==> src/rtl/ccw_usb_src.sv <==
// ccw_usb_src: frames USB command bytes into CCW packets, buffers two of
// them ping-pong and streams them byte by byte to the HSI master.
module ccw_usb_src #(
    parameter int MAX_LEN    = 16,
    parameter int MAX_REPEAT = 3
) (
    input  logic       i_clk,
    input  logic       i_rst,
    input  logic [7:0] i_rx_d,
    input  logic       i_rx_d_vld,
    output logic       o_rx_full,
    output logic       o_rx_ovf,
    output logic       o_err_len,
    output logic       o_err_drop,
    input  logic       i_ccw_tx_rdy,
    output logic       o_ccw_tx_en,
    output logic [7:0] o_ccw_d,
    output logic       o_ccw_d_rdy,
    input  logic       i_ccw_d_sending,
    input  logic       i_ccw_accepted,
    input  logic       i_ccw_repeat_req
);

    localparam int         AW   = (MAX_LEN > 1) ? $clog2(MAX_LEN) : 1;
    localparam logic [7:0] LMAX = 8'(MAX_LEN);
    localparam logic [3:0] RMAX = 4'(MAX_REPEAT);

    typedef enum logic [1:0] {W_LEN, W_DATA, W_SKIP} wstate_t;
    typedef enum logic [1:0] {R_IDLE, R_ARM, R_SEND, R_WAIT_ACK} rstate_t;

    wstate_t r_wstate, w_wstate_n;
    rstate_t r_rstate, w_rstate_n;

    logic [7:0]      r_mem [2][MAX_LEN];
    logic [1:0][7:0] r_len;
    logic [1:0]      r_full, w_full_n;
    logic            r_wp, r_rp;
    logic [7:0]      r_wcnt, r_skip, r_idx;
    logic [3:0]      r_rcnt;
    logic [7:0]      r_d;
    logic            r_drdy;
    logic            r_rx_ovf, r_err_len, r_err_drop;

    logic          w_len_ld, w_skip_ld, w_wr, w_wdone, w_ovf, w_err_len;
    logic          w_load, w_sent, w_adv, w_idx_clr, w_free;
    logic          w_rep_inc, w_rcnt_clr, w_err_drop, w_rx_full;
    logic [7:0]    w_len_wr, w_len_rd, w_rdata;
    logic [AW-1:0] w_waddr, w_raddr;

    assign w_len_wr  = r_len[r_wp];
    assign w_len_rd  = r_len[r_rp];
    assign w_waddr   = r_wcnt[AW-1:0];
    assign w_raddr   = AW'(r_idx - 8'd1);
    assign w_rdata   = (r_idx == 8'd0) ? w_len_rd : r_mem[r_rp][w_raddr];
    // Both slots full only matters at a packet boundary
    assign w_rx_full = (r_wstate == W_LEN) && (&r_full);

    assign o_rx_full   = w_rx_full;
    assign o_rx_ovf    = r_rx_ovf;
    assign o_err_len   = r_err_len;
    assign o_err_drop  = r_err_drop;
    assign o_ccw_tx_en = (r_rstate == R_ARM);
    assign o_ccw_d     = r_d;
    assign o_ccw_d_rdy = r_drdy;

    // Write FSM next state: parse LEN, collect payload or skip bad packet
    always_comb begin
        w_wstate_n = r_wstate;
        w_len_ld   = 1'b0;
        w_skip_ld  = 1'b0;
        w_wr       = 1'b0;
        w_wdone    = 1'b0;
        w_ovf      = 1'b0;
        w_err_len  = 1'b0;
        unique case (r_wstate)
            W_LEN: begin
                if (i_rx_d_vld) begin
                    if (w_rx_full) begin
                        w_ovf = 1'b1;
                    end else if (i_rx_d == 8'd0) begin
                        w_err_len = 1'b1;
                    end else if (i_rx_d > LMAX) begin
                        w_err_len  = 1'b1;
                        w_skip_ld  = 1'b1;
                        w_wstate_n = W_SKIP;
                    end else begin
                        w_len_ld   = 1'b1;
                        w_wstate_n = W_DATA;
                    end
                end
            end
            W_DATA: begin
                if (i_rx_d_vld) begin
                    w_wr = 1'b1;
                    if (r_wcnt + 8'd1 == w_len_wr) begin
                        w_wdone    = 1'b1;
                        w_wstate_n = W_LEN;
                    end
                end
            end
            W_SKIP: begin
                if (i_rx_d_vld && r_skip == 8'd1) begin
                    w_wstate_n = W_LEN;
                end
            end
            default: w_wstate_n = W_LEN;
        endcase
    end

    // Read FSM next state: arm, stream LEN+payload, then await ack/repeat
    always_comb begin
        w_rstate_n = r_rstate;
        w_load     = 1'b0;
        w_sent     = 1'b0;
        w_adv      = 1'b0;
        w_idx_clr  = 1'b0;
        w_free     = 1'b0;
        w_rep_inc  = 1'b0;
        w_rcnt_clr = 1'b0;
        w_err_drop = 1'b0;
        unique case (r_rstate)
            R_IDLE: begin
                if (r_full[r_rp]) begin
                    w_rstate_n = R_ARM;
                end
            end
            R_ARM: begin
                if (i_ccw_tx_rdy) begin
                    w_idx_clr  = 1'b1;
                    w_rstate_n = R_SEND;
                end
            end
            R_SEND: begin
                if (!r_drdy) begin
                    w_load = 1'b1;
                end else if (i_ccw_d_sending) begin
                    w_sent = 1'b1;
                    if (r_idx == w_len_rd) begin
                        w_rstate_n = R_WAIT_ACK;
                    end else begin
                        w_adv = 1'b1;
                    end
                end
            end
            R_WAIT_ACK: begin
                if (i_ccw_accepted) begin
                    w_free     = 1'b1;
                    w_rcnt_clr = 1'b1;
                    w_rstate_n = R_IDLE;
                end else if (i_ccw_repeat_req) begin
                    if (r_rcnt < RMAX) begin
                        w_rep_inc  = 1'b1;
                        w_rstate_n = R_ARM;
                    end else begin
                        w_err_drop = 1'b1;
                        w_free     = 1'b1;
                        w_rcnt_clr = 1'b1;
                        w_rstate_n = R_IDLE;
                    end
                end
            end
            default: w_rstate_n = R_IDLE;
        endcase
    end

    // Slot flags: fill and free may hit different slots in one cycle
    always_comb begin
        w_full_n = r_full;
        if (w_wdone) w_full_n[r_wp] = 1'b1;
        if (w_free)  w_full_n[r_rp] = 1'b0;
    end

    // State registers for both FSMs
    always_ff @(posedge i_clk or posedge i_rst) begin
        if (i_rst) begin
            r_wstate <= W_LEN;
            r_rstate <= R_IDLE;
        end else begin
            r_wstate <= w_wstate_n;
            r_rstate <= w_rstate_n;
        end
    end

    // Writer datapath: length, payload counter, skip counter, write pointer
    always_ff @(posedge i_clk or posedge i_rst) begin
        if (i_rst) begin
            r_len  <= '0;
            r_wcnt <= 8'd0;
            r_skip <= 8'd0;
            r_wp   <= 1'b0;
            r_full <= 2'b00;
        end else begin
            r_full <= w_full_n;
            if (w_len_ld) begin
                r_len[r_wp] <= i_rx_d;
                r_wcnt      <= 8'd0;
            end else if (w_wr) begin
                r_wcnt <= r_wcnt + 8'd1;
            end
            if (w_skip_ld) begin
                r_skip <= i_rx_d;
            end else if (r_wstate == W_SKIP && i_rx_d_vld) begin
                r_skip <= r_skip - 8'd1;
            end
            if (w_wdone) r_wp <= ~r_wp;
        end
    end

    // Payload storage, no reset needed
    always_ff @(posedge i_clk) begin
        if (w_wr) r_mem[r_wp][w_waddr] <= i_rx_d;
    end

    // Reader datapath: byte index, output byte, valid, retries, pulses
    always_ff @(posedge i_clk or posedge i_rst) begin
        if (i_rst) begin
            r_idx      <= 8'd0;
            r_d        <= 8'd0;
            r_drdy     <= 1'b0;
            r_rp       <= 1'b0;
            r_rcnt     <= 4'd0;
            r_rx_ovf   <= 1'b0;
            r_err_len  <= 1'b0;
            r_err_drop <= 1'b0;
        end else begin
            if (w_idx_clr) begin
                r_idx <= 8'd0;
            end else if (w_adv) begin
                r_idx <= r_idx + 8'd1;
            end
            if (w_load) begin
                r_d    <= w_rdata;
                r_drdy <= 1'b1;
            end else if (w_sent) begin
                r_drdy <= 1'b0;
            end
            if (w_rcnt_clr) begin
                r_rcnt <= 4'd0;
            end else if (w_rep_inc) begin
                r_rcnt <= r_rcnt + 4'd1;
            end
            if (w_free) r_rp <= ~r_rp;
            r_rx_ovf   <= w_ovf;
            r_err_len  <= w_err_len;
            r_err_drop <= w_err_drop;
        end
    end

endmodule

==> config.mk <==
export PLATFORM = sky130hd
export DESIGN_NAME = ccw_usb_src
export DESIGN_NICKNAME = d
export VERILOG_FILES = /design/src/rtl/ccw_usb_src.sv
export SDC_FILE = /design/constraint.sdc
export NUM_CORES = 1
export LEC_CHECK = 0
export CORE_MARGIN = 4
export CORE_UTILIZATION = 62
export CTS_CLUSTER_DIAMETER = 30
export DETAILED_ROUTE_END_ITERATION = 12
export GPL_TIMING_DRIVEN = 0
export PLACE_DENSITY = 0.88
export SLEW_MARGIN = 20
export SYNTH_ARGS = -nofsm -noshare
export SYNTH_HDL_FRONTEND = slang
export SYNTH_SLANG_ARGS = --single-unit
==> constraint.sdc <==
create_clock -name i_clk -period 3 [get_ports i_clk]
set_input_delay 0.6 -clock i_clk [delete_from_list [all_inputs] [get_ports i_clk]]
set_output_delay 0.6 -clock i_clk [all_outputs]
set_load 0.005 [all_outputs]
==> metrics.txt, run 1 <==
# TYPE chip_impl_metric gauge
chip_impl_info{name="status",value="finished, final reports clean"} 1
chip_impl_metric{name="layout-drive-gt1-share",unit="%"} 23.6
chip_impl_metric{name="maxSlewViolCount",unit=""} 0
chip_impl_metric{name="port_buffers",unit=""} 28
chip_impl_metric{name="worst-endpoint-arrival",unit="ns"} 3.13
chip_impl_info{name="cts_root_buf",value="clkbuf_16"} 1
chip_impl_metric{name="antenna_found_initial",unit=""} 1
chip_impl_metric{name="synth.area.mux_share",unit="%"} 16.7
chip_impl_metric{name="timing.clock.skew",unit="ns"} 0.0162
chip_impl_metric{name="drc",unit=""} 0
chip_impl_metric{name="grt_max_degree",unit=""} 50
chip_impl_metric{name="grt_overflow_total",unit=""} 0
chip_impl_info{name="synth_top_cells_by_area",value="edfxtp_1 56%, dfrtp_1 12%, mux4_2 11%"} 1
chip_impl_metric{name="drt_first_iter_violations",unit=""} 852
chip_impl_metric{name="post-route-period-util",unit="%"} 98.9
chip_impl_metric{name="clock_pin_transition_on_the_worst_setup_and_hold_timing_paths",unit="ns"} 0.05
chip_impl_info{name="hp-class",value="primary input to async pin"} 1
chip_impl_metric{name="worstMarginPinSlew",unit="ns"} 0.963
chip_impl_metric{name="die_area",unit="µm²"} 24400
chip_impl_metric{name="layout.cell_area.non_filler",unit="µm²"} 16000
chip_impl_metric{name="ys_ff_latch",unit=""} 320
chip_impl_metric{name="dp_slack",unit="ns"} -0.637
chip_impl_metric{name="synth.cell_area",unit="µm²"} 13600
chip_impl_metric{name="final_critical_path_setup_slack",unit="ns"} 0.0334
chip_impl_info{name="crit_type",value="flop to flop"} 1
chip_impl_metric{name="grt_pass1_wl",unit="µm"} 48300
chip_impl_metric{name="antenna_violating_nets_post_route",unit=""} 0
chip_impl_metric{name="cts_inserted_buffers",unit=""} 50
chip_impl_info{name="end_kind",value="flop"} 1
chip_impl_metric{name="nets",unit=""} 900
chip_impl_metric{name="critical_path.max_fanout",unit=""} 10
chip_impl_metric{name="maxClockFrequency",unit="MHz"} 337
chip_impl_metric{name="routed_wirelength",unit="µm"} 31300
chip_impl_metric{name="worst_ep_required_time",unit="ns"} 3.16
chip_impl_metric{name="power_density",unit="nW/µm²"} 904
chip_impl_metric{name="finalPower",unit="mW"} 14.4
chip_impl_info{name="combinational_family_with_the_most_area_after_synthesis",value="multiplexers"} 1
chip_impl_metric{name="synth-async-reset-ratio",unit="%"} 20.0
chip_impl_info{name="cts_tree",value="yes"} 1
chip_impl_info{name="layout_commonest_cell",value="edfxtp_1"} 1
chip_impl_metric{name="fp-row-count",unit=""} 53
chip_impl_metric{name="placement_stage_cell_area",unit="µm²"} 14300
chip_impl_metric{name="post_synth_fa_ha_maj_area_fraction",unit="%"} 1.29
chip_impl_metric{name="dieHeight",unit="µm"} 156
chip_impl_metric{name="power.static_leakage",unit="nW"} 5.62
chip_impl_metric{name="use_met2",unit="%"} 42.8
chip_impl_metric{name="grt_use_met1",unit="%"} 35.8
chip_impl_metric{name="synth_sequential_area_ratio",unit="%"} 68.2
chip_impl_metric{name="num_vias",unit=""} 7702
chip_impl_metric{name="wire_per_inst",unit="µm"} 26.4
chip_impl_metric{name="global_route.usage.total",unit="%"} 26.7
chip_impl_metric{name="number_of_clock_sinks",unit=""} 320
chip_impl_metric{name="post_synth_and_or_nand_nor_area_fraction",unit="%"} 6.32
chip_impl_metric{name="met3_usage",unit="%"} 7.57
chip_impl_metric{name="total_number_of_h_tree_levels",unit=""} 2
chip_impl_metric{name="die_width",unit="µm"} 156
chip_impl_metric{name="final.hold.worst_slack",unit="ns"} 0.364
chip_impl_metric{name="utilization",unit="%"} 75.0
chip_impl_metric{name="post_synth.cell_area_avg",unit="µm²"} 17.2
chip_impl_metric{name="synth-edff-count",unit=""} 256
chip_impl_info{name="most-common-layout-cells",value="256 x edfxtp_1, 69 x mux4_2, 64 x dfrtp_1"} 1
chip_impl_metric{name="placed_cells_incl_taps",unit=""} 1094
chip_impl_metric{name="complex_gate_fraction_of_the_synthesized_area",unit="%"} 3.02
chip_impl_metric{name="clock_tree.buffer_depth",unit=""} 3
chip_impl_metric{name="synth_xor_xnor_area_share",unit="%"} 2.37
chip_impl_metric{name="flow.area_growth_from_synthesis",unit="%"} 17.2
chip_impl_metric{name="worst_skew_pair.late_latency",unit="ns"} 0.54
chip_impl_metric{name="timing_hold_violations_final",unit=""} 0
chip_impl_info{name="dominantRegCellSynth",value="edfxtp_1"} 1
chip_impl_metric{name="max_cap_viol_count",unit=""} 0
chip_impl_info{name="top_usage_layer",value="met2"} 1
chip_impl_info{name="cp-start-kind",value="flop"} 1
chip_impl_metric{name="postCtsHoldBufs",unit=""} 0
chip_impl_metric{name="antenna_diode_count",unit=""} 0
chip_impl_metric{name="timing.final.setup_violations",unit=""} 0
chip_impl_metric{name="slew_limit_headroom",unit="%"} 35.5
chip_impl_metric{name="aggregate_negative_setup_slack",unit="ns"} 0
chip_impl_metric{name="post_synth_inst_count",unit=""} 790
chip_impl_metric{name="hpwl",unit="µm"} 18800
chip_impl_metric{name="min_period",unit="ns"} 2.97
chip_impl_metric{name="via_per_inst",unit=""} 6.50
chip_impl_metric{name="worst_vdd_ir",unit="mV"} 0.556
chip_impl_metric{name="initial_utilization",unit="%"} 64.0
chip_impl_metric{name="first_global_vias",unit=""} 8065
chip_impl_metric{name="drt_pre_antenna_iters",unit=""} 6
chip_impl_metric{name="ios",unit=""} 29
chip_impl_metric{name="yosys_warnings",unit=""} 0
chip_impl_info{name="synthDominantAreaCellType",value="edfxtp_1"} 1
chip_impl_metric{name="finalWeightedCongestion",unit=""} 0.878
chip_impl_metric{name="synth_top_area_share",unit="%"} 56.4
chip_impl_metric{name="coreArea",unit="µm²"} 21300
chip_impl_metric{name="final-instance-count-excl-fill",unit=""} 1185
chip_impl_metric{name="synth_nets",unit=""} 819
chip_impl_info{name="grt_setup_unrepaired",value="true"} 1
chip_impl_metric{name="synth.lib_cells_used.distinct",unit=""} 62
[kinds of logic after synthesis]
family,count (synthesis)
buf+inv,54
simple gates,176
flops,320
mux,131
compound gates,59
fa+ha+maj,14
xor+xnor,36
[area by class of cell]
cell class	count	area (µm²)
clock buffers	55	1310
flip-flops and latches	320	9290
clock inverters	36	347
multi-input cells	416	4100
well taps	275	344
plain buffers	36	229
fillers	1141	5320
inverters	17	66.3
repair buffers	30	275
[layer usage]
metal / wire length [µm] / share of wire (%) / up-vias
met3: 2980 / 9.5 / 70
met1: 11700 / 37 / 3914
li1: - / - / 3273
met5: 13 / 0.042 / -
met2: 15600 / 50 / 443
met4: 968 / 3.1 / 2
[timing repair]
action                     4_1_cts  5_1_grt
buffers inserted                 1        0
pin swaps                        1        0
setup endpoints to repair       21       56
gates resized for setup          6        9
cloned                           0        0
[state kept, by name, indices dropped and copies added, names as in the netlist]
register     cells
r_idx            8
o_ccw_d_rdy      1
o_rx_ovf         1
r_len           16
r_full           2
o_ccw_d          8
r_rcnt           4
r_wp             1
o_err_len        1
o_err_drop       1
r_rstate         2
r_rp             1
r_skip           8
r_wstate         2
r_wcnt           8
r_mem          256
[report_power, final]
part	internal, mW	total (mW)	switching (mW)
clock	3.47	5.59	2.12
combinational	1.77	3.71	1.94
sequential	4.98	5.13	0.154
total	10.2	14.4	4.21
[worst max-delay path: stages, from the launching register on]
cell	delay, ns
dfrtp_1	0.31
buf_2	0.19
buf_2	0.34
buf_1	0.67
nand3b_1	0.27
nor2_1	0.79
[final timing paths]
check                      startpoint      endpoint  slack (ns)  depth (start not counted)
max                              r_wp  r_mem[1][58]        0.03                          5
min                             i_rst   o_ccw_d_rdy        0.36                          2
max reg2reg                      r_wp  r_mem[1][58]        0.03                          5
min reg2reg                 r_rcnt[2]     r_rcnt[2]        0.49                          1
max in group asynchronous       i_rst     o_err_len        2.12                          3
min in group i_clk          r_rcnt[2]     r_rcnt[2]        0.49                          1
[Yosys cell counts, types with 6 or more instances]
| cell | n |
|---|---|
| a211oi_1 | 6 |
| a21oi_1 | 10 |
| and2_1 | 13 |
| buf_2 | 7 |
| clkbuf_1 | 16 |
| dfrtp_1 | 64 |
| edfxtp_1 | 256 |
| ha_1 | 14 |
| inv_1 | 17 |
| mux2_2 | 10 |
| mux2i_1 | 44 |
| mux4_2 | 69 |
| nand2_1 | 42 |
| nand3_1 | 14 |
| nand4_1 | 7 |
| nor2_1 | 54 |
| nor3_1 | 12 |
| o21ai_0 | 11 |
| o221ai_1 | 8 |
| or3_1 | 6 |
| xnor2_1 | 25 |
| xor2_1 | 10 |
Note: power is estimated with default switching activity, not from simulation.
==> run 2, diff against run 1 <==
- CORE_UTILIZATION: 62 -> 56
- PLACE_DENSITY: 0.88 -> 0.84
- clock period: 3 -> 2.5 ns (I/O delays scaled with it)
==> metrics.txt, run 2 (same netlist as run 1, synthesis figures left out) <==
# TYPE chip_impl_metric gauge
chip_impl_info{name="status",value="complete, but fails checks"} 1
chip_impl_info{name="violated_checks",value="setup timing"} 1
chip_impl_info{name="cp_common_cell",value="buf_2"} 1
chip_impl_metric{name="grt_overflow_total",unit=""} 0
chip_impl_metric{name="worst_ep_required_time",unit="ns"} 2.68
chip_impl_metric{name="reg2reg_depth",unit=""} 5
chip_impl_metric{name="comb_power_share",unit="%"} 28.9
chip_impl_metric{name="first_global_vias",unit=""} 8043
chip_impl_metric{name="worstMarginPinSlew",unit="ns"} 0.827
chip_impl_metric{name="hpwl",unit="µm"} 19200
chip_impl_metric{name="maxSlewViolCount",unit=""} 0
chip_impl_metric{name="drt_pre_antenna_iters",unit=""} 8
chip_impl_metric{name="post-route-period-util",unit="%"} 104
chip_impl_info{name="cts_root_buf",value="clkbuf_16"} 1
chip_impl_metric{name="dieHeight",unit="µm"} 164
chip_impl_metric{name="cp_slowest_stage_delay",unit="ns"} 0.55
chip_impl_info{name="most-common-layout-cells",value="256 x edfxtp_1, 71 x mux4_2, 63 x dfrtp_1"} 1
chip_impl_metric{name="initial_utilization",unit="%"} 57.5
chip_impl_metric{name="layout.cell_area.non_filler",unit="µm²"} 16600
chip_impl_metric{name="power.static_leakage",unit="nW"} 5.82
chip_impl_info{name="crit_path_end",value="r_mem[1][15]"} 1
chip_impl_metric{name="finalWeightedCongestion",unit=""} 0.876
chip_impl_info{name="rr_startpoint",value="r_wp"} 1
chip_impl_metric{name="coreArea",unit="µm²"} 23700
chip_impl_metric{name="utilization",unit="%"} 70.3
chip_impl_metric{name="routed_wirelength",unit="µm"} 33900
chip_impl_metric{name="global_route.usage.total",unit="%"} 24.8
chip_impl_metric{name="slew_limit_headroom",unit="%"} 44.9
chip_impl_metric{name="finalPower",unit="mW"} 18.6
chip_impl_metric{name="maxClockFrequency",unit="MHz"} 385
chip_impl_metric{name="wire_per_inst",unit="µm"} 27.1
chip_impl_metric{name="internal_power",unit="mW"} 13.2
chip_impl_metric{name="number_of_clock_sinks",unit=""} 320
chip_impl_metric{name="flow.area_growth_from_synthesis",unit="%"} 22.3
chip_impl_metric{name="power.switching_fraction",unit="%"} 28.9
chip_impl_metric{name="pwr-share-clk",unit="%"} 37.9
chip_impl_info{name="topRoutingLayerUsed",value="met4"} 1
chip_impl_metric{name="cts_inserted_buffers",unit=""} 51
chip_impl_info{name="largest-register",value="r_mem"} 1
chip_impl_info{name="grt_setup_unrepaired",value="true"} 1
chip_impl_metric{name="antenna_found_initial",unit=""} 0
chip_impl_info{name="cp-start-kind",value="flop"} 1
chip_impl_metric{name="clock_pin_transition_on_the_worst_setup_and_hold_timing_paths",unit="ns"} 0.05
chip_impl_metric{name="multi_input_area",unit="µm²"} 4350
chip_impl_metric{name="placement_stage_cell_area",unit="µm²"} 14300
chip_impl_info{name="hp-class",value="primary input to async pin"} 1
chip_impl_info{name="layout_commonest_cell",value="edfxtp_1"} 1
chip_impl_metric{name="register_area",unit="µm²"} 9290
chip_impl_metric{name="drc",unit=""} 0
chip_impl_metric{name="die_area",unit="µm²"} 26900
chip_impl_metric{name="worst_vdd_ir",unit="mV"} 0.614
chip_impl_metric{name="critical_path.max_fanout",unit=""} 10
chip_impl_metric{name="met3_wirelength",unit="µm"} 3030
chip_impl_metric{name="dp_slack",unit="ns"} -0.962
chip_impl_metric{name="placed_cells_incl_taps",unit=""} 1138
chip_impl_metric{name="max_cap_viol_count",unit=""} 0
chip_impl_info{name="cpMaxStageDelayCell",value="nor2_2"} 1
chip_impl_metric{name="via_per_inst",unit=""} 6.47
chip_impl_metric{name="power_density",unit="nW/µm²"} 1120
chip_impl_info{name="cts_tree",value="yes"} 1
chip_impl_metric{name="drt_first_iter_violations",unit=""} 981
chip_impl_metric{name="met1_length",unit="µm"} 12700
chip_impl_metric{name="postCtsHoldBufs",unit=""} 0
chip_impl_metric{name="grt_pass1_wl",unit="µm"} 49500
chip_impl_metric{name="num_vias",unit=""} 8101
chip_impl_metric{name="min_period",unit="ns"} 2.60
chip_impl_info{name="crit_type",value="flop to flop"} 1
chip_impl_metric{name="clock_tree.buffer_depth",unit=""} 3
chip_impl_metric{name="worst_skew_pair.late_latency",unit="ns"} 0.55
chip_impl_info{name="end_kind",value="flop"} 1
chip_impl_metric{name="timing.reg2reg.setup_slack",unit="ns"} -0.1
chip_impl_info{name="crit_path_start",value="r_wp"} 1
chip_impl_metric{name="nets",unit=""} 919
chip_impl_metric{name="largest_register_ff_count",unit=""} 256
chip_impl_metric{name="fp-row-count",unit=""} 56
chip_impl_metric{name="timing_hold_violations_final",unit=""} 0
chip_impl_metric{name="timing.final.setup_violations",unit=""} 53
chip_impl_metric{name="net_switching_power",unit="mW"} 5.37
chip_impl_info{name="biggestRegsByFlops",value="r_mem (256), r_len (16)"} 1
chip_impl_metric{name="final-instance-count-excl-fill",unit=""} 1252
chip_impl_metric{name="nFillCells",unit=""} 1369
chip_impl_metric{name="timing.clock.skew",unit="ns"} 0.0189
chip_impl_info{name="worstPathCellList",value="buf_2, buf_2, buf_2, nand3_1, nor2_2"} 1
chip_impl_metric{name="power.sequential.fraction",unit="%"} 33.2
chip_impl_metric{name="met2_wirelength",unit="µm"} 16700
chip_impl_metric{name="antenna_diode_count",unit=""} 0
chip_impl_metric{name="final_critical_path_setup_slack",unit="ns"} -0.0995
chip_impl_metric{name="worst-endpoint-arrival",unit="ns"} 2.77
chip_impl_metric{name="die_width",unit="µm"} 164
chip_impl_metric{name="ios",unit=""} 29
chip_impl_metric{name="port_buffers",unit=""} 28
chip_impl_metric{name="grt_max_degree",unit=""} 43
chip_impl_metric{name="antenna_violating_nets_post_route",unit=""} 0
chip_impl_metric{name="total_number_of_h_tree_levels",unit=""} 2
chip_impl_info{name="reg2reg_to",value="r_mem[1][15]"} 1
chip_impl_metric{name="layout-drive-gt1-share",unit="%"} 30.8
-- run 2: cell types whose count changed in the layout (fill, tap and decap cells not counted), moves of 8 or more --
cell / previous run / this run
nor2_1: 53 / 25
mux2i_2: 4 / 12
buf_12: 1 / 10
mux2i_1: 41 / 33
nor2_2: 2 / 23
buf_4: 5 / 16
-- run 2: final cells by class --
cell class                      instances  area share, %
Multi-Input combinational cell        416           26.1
Clock buffer                           61           8.02
Sequential cell                       320           55.8
Inverter                               17          0.413
Clock inverter                         35           2.34
Tap cell                              319           2.40
Timing Repair Buffer                   51           3.08
Buffer                                 33           1.83
-- run 2: per-stage QoR --
stage / setup TNS [ns] / hold slack, ns
after floorplan: 0 / 0.454
after global routing: -7.97 / 0.323
final: -1.68 / 0.282
after global placement: -244.22 / 0.475
after detailed placement: -200.91 / 0.485
after CTS: -3.73 / 0.279
-- run 2: layer usage --
layer | track usage (%) | up-vias
li1 | - | 3317
met1 | 33.3 | 4095
met2 | 41.0 | 561
met3 | 4.29 | 128
met4 | 9.95 | 0
met5 | 0 | -
-- run 2: power groups by stage --
stage	logic (mW)	clock network (mW)	registers (mW)
after global placement	4.25	0	6.22
after floorplan	3.08	0	6.20
after detailed placement	4.37	0	6.23
final	5.37	7.04	6.17
after global routing	5.62	7.34	6.19
after CTS	4.89	7.02	6.14
-- run 2: worst min-delay path by stage --
stage / startpoint / end / cells past startpoint
after global routing: i_rst / r_len[5] / 2
after floorplan: r_rcnt[1] / r_rcnt[1] / 2
after detailed placement: r_rcnt[2] / r_rcnt[2] / 1
after global placement: r_rcnt[3] / r_rcnt[3] / 1
final: i_rst / r_len[5] / 2
after CTS: i_rst / r_len[5] / 2
-- run 2: repair_timing --
item | 4_1_cts | 5_1_grt
setup buffers | 6 | 14
gates cloned | 1 | 1
pin swaps | 4 | 6
resized for setup | 75 | 35
endpoints found under the setup margin | 283 | 167
endpoints found under the hold margin | 0 | 0
-- run 2: critical path: cells and delay by family (launching register included) --
| kind | cells | cell delay, ns |
|---|---|---|
| flops | 1 | 0.31 |
| simple gates | 2 | 0.95 |
| buf+inv | 3 | 0.96 |
